<file path="src/rtl/cpu_fifo_periph.sv">
// cpu_fifo_periph: CPU-mapped FIFO peripheral with a valid/ready drain port.
//
// The CPU pushes entries through the DATA register. It can read status,
// occupancy, control and threshold registers. A downstream consumer drains
// the FIFO head over out_data/out_valid/out_ready.
//
// Register map (Addr):
//   0 DATA   W: push DataIn           R: 0, no pop
//   1 STATUS R: {rd_err, overflow, full, empty}; W1C on bits 2 and 3
//   2 COUNT  R: occupancy
//   3 CTRL   W: bit0 flush (self-clearing), bit1 irq_en   R: {irq_en, 0}
//   4 THRESH R/W low-watermark threshold
//   A read of any other offset returns 0 and sets rd_err.
//
// Ports:
//   clk, rst_n             clock, asynchronous active-low reset
//   CS, Rd_Wr, Addr        CPU access strobe, 1=read/0=write, register offset
//   DataIn                 CPU write data
//   DataOut, RdValid       read data, valid for one cycle two edges after the access
//   out_data, out_valid    FIFO head, FIFO not empty
//   out_ready              consumer accepts the head
//   irq                    low-watermark interrupt
//
// Optional feature macro: CPU_FIFO_IRQ_EN
//   Defined:   irq = irq_en && (count <= THRESH), registered.
//   Undefined: irq is tied low and irq_en is held at 0.
module cpu_fifo_periph #(
    parameter int unsigned DATA_W = 8,
    parameter int unsigned ADDR_W = 4,
    parameter int unsigned DEPTH  = 16
) (
    input  logic              clk,
    input  logic              rst_n,
    input  logic              CS,
    input  logic              Rd_Wr,
    input  logic [ADDR_W-1:0] Addr,
    input  logic [DATA_W-1:0] DataIn,
    output logic [DATA_W-1:0] DataOut,
    output logic              RdValid,
    output logic [DATA_W-1:0] out_data,
    output logic              out_valid,
    input  logic              out_ready,
    output logic              irq
);

    localparam int unsigned PTR_W = $clog2(DEPTH);
    localparam int unsigned CNT_W = $clog2(DEPTH + 1);
    localparam int unsigned CMP_W = (DATA_W > CNT_W) ? DATA_W : CNT_W;

    localparam logic [ADDR_W-1:0] A_DATA   = ADDR_W'(0);
    localparam logic [ADDR_W-1:0] A_STATUS = ADDR_W'(1);
    localparam logic [ADDR_W-1:0] A_COUNT  = ADDR_W'(2);
    localparam logic [ADDR_W-1:0] A_CTRL   = ADDR_W'(3);
    localparam logic [ADDR_W-1:0] A_THRESH = ADDR_W'(4);

    logic [DATA_W-1:0] mem [DEPTH];
    logic [PTR_W-1:0]  wr_ptr, rd_ptr, wr_ptr_nxt, rd_ptr_nxt;
    logic [CNT_W-1:0]  count, count_nxt;
    logic              ovf, rd_err, irq_en;
    logic [DATA_W-1:0] thresh;
    logic [DATA_W-1:0] rd_data_q, rd_mux;
    logic              rd_pend;

    logic wr_acc, rd_acc, data_wr, status_wr, ctrl_wr, thresh_wr;
    logic flush, pop, pop_eff, push_ok, ovf_evt, rd_bad, full, empty;

    // Access decode and FIFO handshake qualification
    always_comb begin
        wr_acc    = CS && !Rd_Wr;
        rd_acc    = CS && Rd_Wr;
        data_wr   = wr_acc && (Addr == A_DATA);
        status_wr = wr_acc && (Addr == A_STATUS);
        ctrl_wr   = wr_acc && (Addr == A_CTRL);
        thresh_wr = wr_acc && (Addr == A_THRESH);
        flush     = ctrl_wr && DataIn[0];
        full      = (count == CNT_W'(DEPTH));
        empty     = (count == '0);
        pop       = out_valid && out_ready;
        // A flush discards the queue, so a same-edge pop must not move rd_ptr
        pop_eff   = pop && !flush;
        // When full, a push is only accepted if the head leaves on the same edge
        push_ok   = data_wr && (!full || pop);
        ovf_evt   = data_wr && !push_ok;
        rd_bad    = rd_acc && (Addr > A_THRESH);
    end

    // Next pointers and occupancy
    always_comb begin
        wr_ptr_nxt = wr_ptr;
        rd_ptr_nxt = rd_ptr;
        count_nxt  = count;
        if (flush) begin
            wr_ptr_nxt = '0;
            rd_ptr_nxt = '0;
            count_nxt  = '0;
        end else begin
            if (push_ok) begin
                wr_ptr_nxt = wr_ptr + PTR_W'(1);
            end
            if (pop_eff) begin
                rd_ptr_nxt = rd_ptr + PTR_W'(1);
            end
            if (push_ok && !pop_eff) begin
                count_nxt = count + CNT_W'(1);
            end else if (!push_ok && pop_eff) begin
                count_nxt = count - CNT_W'(1);
            end
        end
    end

    // Read mux built from pre-edge register state
    always_comb begin
        rd_mux = '0;
        case (Addr)
            A_STATUS: rd_mux = DATA_W'({rd_err, ovf, full, empty});
            A_COUNT:  rd_mux = DATA_W'(count);
            A_CTRL:   rd_mux = DATA_W'({irq_en, 1'b0});
            A_THRESH: rd_mux = thresh;
            default:  rd_mux = '0;
        endcase
    end

    // FIFO storage; contents are not reset
    always_ff @(posedge clk) begin
        if (push_ok) begin
            mem[wr_ptr] <= DataIn;
        end
    end

    assign out_data = mem[rd_ptr];

    // Pointers, occupancy, sticky flags and threshold
    always_ff @(posedge clk or negedge rst_n) begin
        if (!rst_n) begin
            wr_ptr    <= '0;
            rd_ptr    <= '0;
            count     <= '0;
            out_valid <= 1'b0;
            ovf       <= 1'b0;
            rd_err    <= 1'b0;
            thresh    <= '0;
        end else begin
            wr_ptr    <= wr_ptr_nxt;
            rd_ptr    <= rd_ptr_nxt;
            count     <= count_nxt;
            out_valid <= (count_nxt != '0);
            // Set events take priority over write-1-to-clear
            ovf       <= ovf_evt || (ovf && !(status_wr && DataIn[2]));
            rd_err    <= rd_bad || (rd_err && !(status_wr && DataIn[3]));
            if (thresh_wr) begin
                thresh <= DataIn;
            end
        end
    end

    // Two-stage read pipeline: capture at the access edge, present on the next
    always_ff @(posedge clk or negedge rst_n) begin
        if (!rst_n) begin
            rd_pend   <= 1'b0;
            rd_data_q <= '0;
            RdValid   <= 1'b0;
            DataOut   <= '0;
        end else begin
            rd_pend <= rd_acc;
            if (rd_acc) begin
                rd_data_q <= rd_mux;
            end
            RdValid <= rd_pend;
            if (rd_pend) begin
                DataOut <= rd_data_q;
            end
        end
    end

`ifdef CPU_FIFO_IRQ_EN
    // Interrupt enable and registered low-watermark interrupt
    always_ff @(posedge clk or negedge rst_n) begin
        if (!rst_n) begin
            irq_en <= 1'b0;
            irq    <= 1'b0;
        end else begin
            if (ctrl_wr) begin
                irq_en <= DataIn[1];
            end
            irq <= irq_en && (CMP_W'(count) <= CMP_W'(thresh));
        end
    end
`else
    assign irq_en = 1'b0;
    assign irq    = 1'b0;
`endif

endmodule
</file>
<file path="config.mk">
export PLATFORM = sky130hd
export DESIGN_NAME = cpu_fifo_periph
export DESIGN_NICKNAME = d
export VERILOG_FILES = /design/src/rtl/cpu_fifo_periph.sv
export SDC_FILE = /design/constraint.sdc
export NUM_CORES = 1
export LEC_CHECK = 0
export BUFFER_PORTS_ARGS = -buffer_cell sky130_fd_sc_hd__buf_4
export CAP_MARGIN = 20
export CORE_ASPECT_RATIO = 0.9
export CORE_MARGIN = 5
export CORE_UTILIZATION = 39
export CTS_BUF_LIST = sky130_fd_sc_hd__clkbuf_8
export CTS_CLUSTER_DIAMETER = 50
export DETAILED_ROUTE_END_ITERATION = 8
export HOLD_SLACK_MARGIN = 0.15
export PLACE_DENSITY = 0.64
export SETUP_SLACK_MARGIN = 0.5
export SLEW_MARGIN = 40
export SYNTH_ARGS = -nofsm -noshare
export SYNTH_HDL_FRONTEND = slang
export SYNTH_SLANG_ARGS = --single-unit
</file>
<file path="constraint.sdc">
create_clock -name clk -period 2.4 [get_ports clk]
set_clock_uncertainty 0.1 [all_clocks]
set_input_delay 0.24 -clock clk [delete_from_list [all_inputs] [get_ports clk]]
set_output_delay 0.24 -clock clk [all_outputs]
set_load 0.005 [all_outputs]
</file>
### After elaboration in Yosys (flattened, before gate mapping)

Memory sizes are Yosys's and may differ from the RTL's.
Cells that the tools add are included.

* output and inout bits: 19
* input bits: 17
* word-level logic and storage cells: 65
* memories: 1
* flip-flop bits (word level): 42
* bits in writable memories: 128

* equal/unequal tests: 5
* multiplexer cells: 10
* add/sub/neg operators: 4
* magnitude comparators: 1
* reductions and logical operators: 33

Memories
* mem: depth 16, bits a word 8, read ports 1, clocked after memory_dff 0, write ports 1, RTL line 56 `logic [DATA_W-1:0] mem [DEPTH];`

Operators by type and width (count)
* one-hot mux 8 bit (3 select lines): 1
* logical AND 1 bit: 18
* two-way mux 4 bit: 4
* two-way mux 5 bit: 3
* adder 4 x 1 -> 4 bit, second input constant: 2
* == test 4 x 2 -> 1 bit, second input constant: 2
* zero test 1 bit: 7
* adder 5 x 1 -> 5 bit, second input constant: 1
* == test 5 bit, second input constant: 1
* zero test 5 bit: 1
* nonzero test 5 bit: 1
* subtractor 5 x 1 -> 5 bit, second input constant: 1
* == test 4 x 1 -> 1 bit, second input constant: 1
* == test 4 x 3 -> 1 bit, second input constant: 1
* > comparator 4 x 3 -> 1 bit, second input constant: 1
* zero test 4 bit: 1
* nonzero test 2 bit: 2
* logical OR 1 bit: 3
* two-way mux 1 bit: 2

### Longest topological paths before layout

* depth after elaboration: 11
* mapped depth: 7
* mapped depth without buffers: 7

### Worst setup path before layout

OpenSTA, ideal clock, no wires.

* kind: in2reg
* from: input port Addr[2]
* to: memory mem[4][0] (enable)
* setup slack: -120 ps
* data arrival time: 2036 ps
* stages on the path: 6
* required time: 1917 ps
* path through: buf_2 -> or4b_4 -> buf_6 -> a211oi_4 -> nand2_1 -> nor3_1

* cells in the longest elaborated chain, start to end: 5

Ends and longest elaborated chain
* start, declared: RTL line 36 `input logic [ADDR_W-1:0] Addr,`
* zero test 4 bit: RTL line 71 `data_wr = wr_acc && (Addr == A_DATA);`
* logical AND 1 bit: RTL line 71
* logical AND 1 bit: RTL line 82 `push_ok = data_wr && (!full || pop);`
* two-way mux 1 bit: RTL line 125 `if (push_ok) begin`
* two-way mux 1 bit (not written as such): RTL line 126 `mem[wr_ptr] <= DataIn;`
* end, declared: RTL line 56

No other way between the ends.

### Worst setup path in the final report

* from: register rd_ptr[0]
* to: output port out_data[0]

* cells in the longest elaborated chain, start to end: 1

Ends and longest elaborated chain
* start, declared: RTL line 57 `logic [PTR_W-1:0] wr_ptr, rd_ptr, wr_ptr_nxt, rd_ptr_nxt;`
* start signal, assigned: RTL line 144 `rd_ptr <= rd_ptr_nxt;`
* memory (16 x 8 bit)
* end, declared: RTL line 40 `output logic [DATA_W-1:0] out_data,`

No other way between the ends.

==> run_results.csv <==
group,metric,value,unit
status,status,"complete, but fails checks",
status,failed_checks,"negative setup slack",
layout,antenna_cells,0,
floorplan,die_h,138,µm
global_routing,track_usage,14.7,%
floorplan,initial_core_util,39.9,%
worst_setup_path,cp-endpoint,"out_data[0]",
worst_setup_path,crit_required,2.06,ns
worst_setup_path,arrival,2.30,ns
clocking,cts_buffer_depth,2,
worst_setup_path,end_kind,"output pin",
global_routing,antenna_found_initial,0,
placement,dp_hpwl,9.75,mm
timing,report.final.setup_viol,8,
floorplan,coreArea,17700,µm²
global_routing,grt_max_degree,43,
worst_setup_path,cp_max_fo,19,
clocking,cts_inserted_buffers,17,
placement,place.gp.congestion,0.830,
drt,wire_per_inst,20.0,µm
layout,num-nets-final,512,
worst_setup_path,reg2regPathDepth,7,
timing,relSlewSlack,52.9,%
floorplan,dieWidth,152,µm
drt,drt_first_pass_iters,4,
power_and_ir_drop,power_density,910,nW/µm²
placement,dp.cells,678,
clocking,h-tree-depth,4,
worst_setup_path,worstReg2RegEnd,"mem[4][0]",
run,max_cap_violations,0,
drt,drt-initial-drc-count,246,
timing,rsz0062_at_grt,"yes",
synthesis,syn_area_per_cell,17.3,µm²
synthesis,synth-main-ff-cell,"edfxtp_1",
synthesis,synth_area,7080,µm²
synthesis,postSynth.asyncResetShare,24.7,%
worst_hold_path,min_path_type,"in2async",
synthesis,synth_nets,432,
drt,vias,3953,
drt,finalWirelength,14.8,mm
drt,drt-vias-per-instance,5.33,
worst_setup_path,rrSetupSlack,0.23,ns
timing,fin_crit,2.64,ns
layout,layout.cells.non_filler,741,
floorplan,rows,46,
drt,route.antenna.remaining_nets,0,
power_and_ir_drop,finalPower,7900,µW
layout,areaGrowthSynthToFinish,22.7,%
floorplan,ioPinCount,36,
clocking,insertion_delay,0.45,ns
synthesis,syn_inst,408,
clocking,cts_tree,"built",
timing,fmaxAchievable,0.379,GHz
synthesis,ys_types,49,
worst_setup_path,crit_path_start_kind,"register",
drt,drc,0,
worst_setup_path,crit_path_start,"rd_ptr[0]",
timing,fin_ws,-0.239,ns
floorplan,dieArea,20900,µm²
synthesis,ys_seq_area_share,69.2,%
timing,final_min_period_over_clock_period,110,%
power_and_ir_drop,leakagePower,0.00306,µW
power_and_ir_drop,vdd_ir_drop_max,0.000537,V
placement,portBuffers,34,
clocking,worst_setup_hold_path_clk_slew,0.09,ns
global_routing,grt_first_pass_wirelength,23.5,mm
worst_setup_path,reg2reg_from,"count[0]",
synthesis,synth_edf_count,128,
timing,hold_viol,0,
timing,hold_ws,0.197,ns
clocking,root_buffer,"clkbuf_8",
global_routing,grt_pass1_vias,4067,
timing,worstMarginPinSlew,0.707,ns
layout,drive_gt1_share,39.9,%
synthesis,ys_ff_latch,170,
timing,maxSlewViolCount,0,
clocking,cts.sinks,170,
synthesis,ys_warn_count,0,
worst_setup_path,worstSetupPathType,"reg2out",
layout,post-route-util,49.0,%
global_routing,overflow,0,
==> layout make-up <==
class	count	area [µm²]
fillers	1492	9040
multi-input cells	204	2260
flip-flops and latches	170	4900
clock buffers	17	234
clock inverters	15	128
repair buffers	84	822
well taps	240	300
inverters	11	41.3
==> through the flow <==
stage | cell area, µm² | TNS (ns) | setup WS [ns]
4_1_cts | 8520 | -2.08 | -0.285
3_3_place_gp | 7770 | 0 | 0.145
6_report | 8680 | -1.68 | -0.239
5_1_grt | 8680 | -2.68 | -0.364
3_5_place_dp | 7770 | 0 | 0.105
2_1_floorplan | 7200 | 0 | 0.271
==> kinds of logic after synthesis <==
family                   synth area share (%)
flip-flops                               69.2
multiplexers                             15.3
adder cells (fa/ha/maj)                  1.24
AO/OA/AOI/OAI                            4.24
other                                  0.0530
XOR/XNOR                                0.867
AND/OR/NAND/NOR                          6.98
buffers and inverters                    2.16
==> critical path: stages (launching register included) <==
cell	delay (ns)
dfrtp_2	0.45
buf_12	0.22
mux4_2	0.54
mux4_2	0.51
buf_6	0.14
==> metal layers <==
metal,vias up,global-route usage (%),wire length (µm)
li1,1752,-,-
met1,2059,20.7,6680
met2,134,23.2,7220
met3,8,4.08,841
met4,0,3.30,107
met5,-,0,0
==> layout by cell type, fill, tap and decap left out, types with 3 or more instances in the layout <==
master	synthesis	final
a211oi_2	0	3
a21oi_1	5	5
a22oi_1	6	6
and2_4	0	8
and3_4	0	3
buf_12	0	5
buf_4	1	41
buf_6	2	19
clkbuf_8	0	17
clkinvlp_4	0	5
dfrtp_1	42	40
dlygate4sd3_1	0	17
edfxtp_1	128	128
ha_1	7	5
inv_1	11	11
inv_6	0	3
mux2_2	16	16
mux4_2	40	40
nand2_1	26	24
nand3_1	5	4
nor2_1	18	13
nor2_4	0	3
nor2b_1	4	4
nor3_4	0	4
o21ai_0	13	12
or3_4	1	3
xor2_1	5	5
==> worst min path at each step <==
stage                       start            to  cells after the start
after global placement      rst_n     thresh[0]                      1
after detailed placement    rst_n     thresh[0]                      1
after floorplan             rst_n    DataOut[0]                      0
final                       rst_n     out_valid                      2
after global routing      Addr[3]  rd_data_q[6]                      5
after CTS                 Addr[3]  rd_data_q[5]                      5
==> power breakdown <==
group          internal, µW  total, µW  switching (µW)
combinational          1450       2530            1080
clock                   817       1860            1050
sequential             3300       3500             205
==> sequential cells by signal, indices dropped and copies added (netlist names) <==
register   flops
DataOut        8
RdValid        1
count          5
mem          128
out_valid      1
ovf            1
rd_data_q      8
rd_err         1
rd_pend        1
rd_ptr         4
thresh         8
wr_ptr         4
==> Yosys cell counts (6+ instances only) <==
| cell type | instances | area share (%) |
|---|---|---|
| o21ai_0 | 13 | 0.92 |
| edfxtp_1 | 128 | 54 |
| mux2_2 | 16 | 2.5 |
| clkbuf_1 | 12 | 0.64 |
| dfrtp_1 | 42 | 15 |
| a22oi_1 | 6 | 0.64 |
| and2_1 | 9 | 0.80 |
| mux4_2 | 40 | 13 |
| inv_1 | 11 | 0.58 |
| ha_1 | 7 | 1.2 |
| nor2_1 | 18 | 0.95 |
| nand2_1 | 26 | 1.4 |
==> repair_timing <==
item	4_1_cts	5_1_grt
pin swaps	6	14
hold endpoints to repair	184	0
endpoints found under the setup margin	139	140
hold buffers	17	0
buffers inserted	10	4
resized for setup	34	28
(Power assumes the default switching activity.)
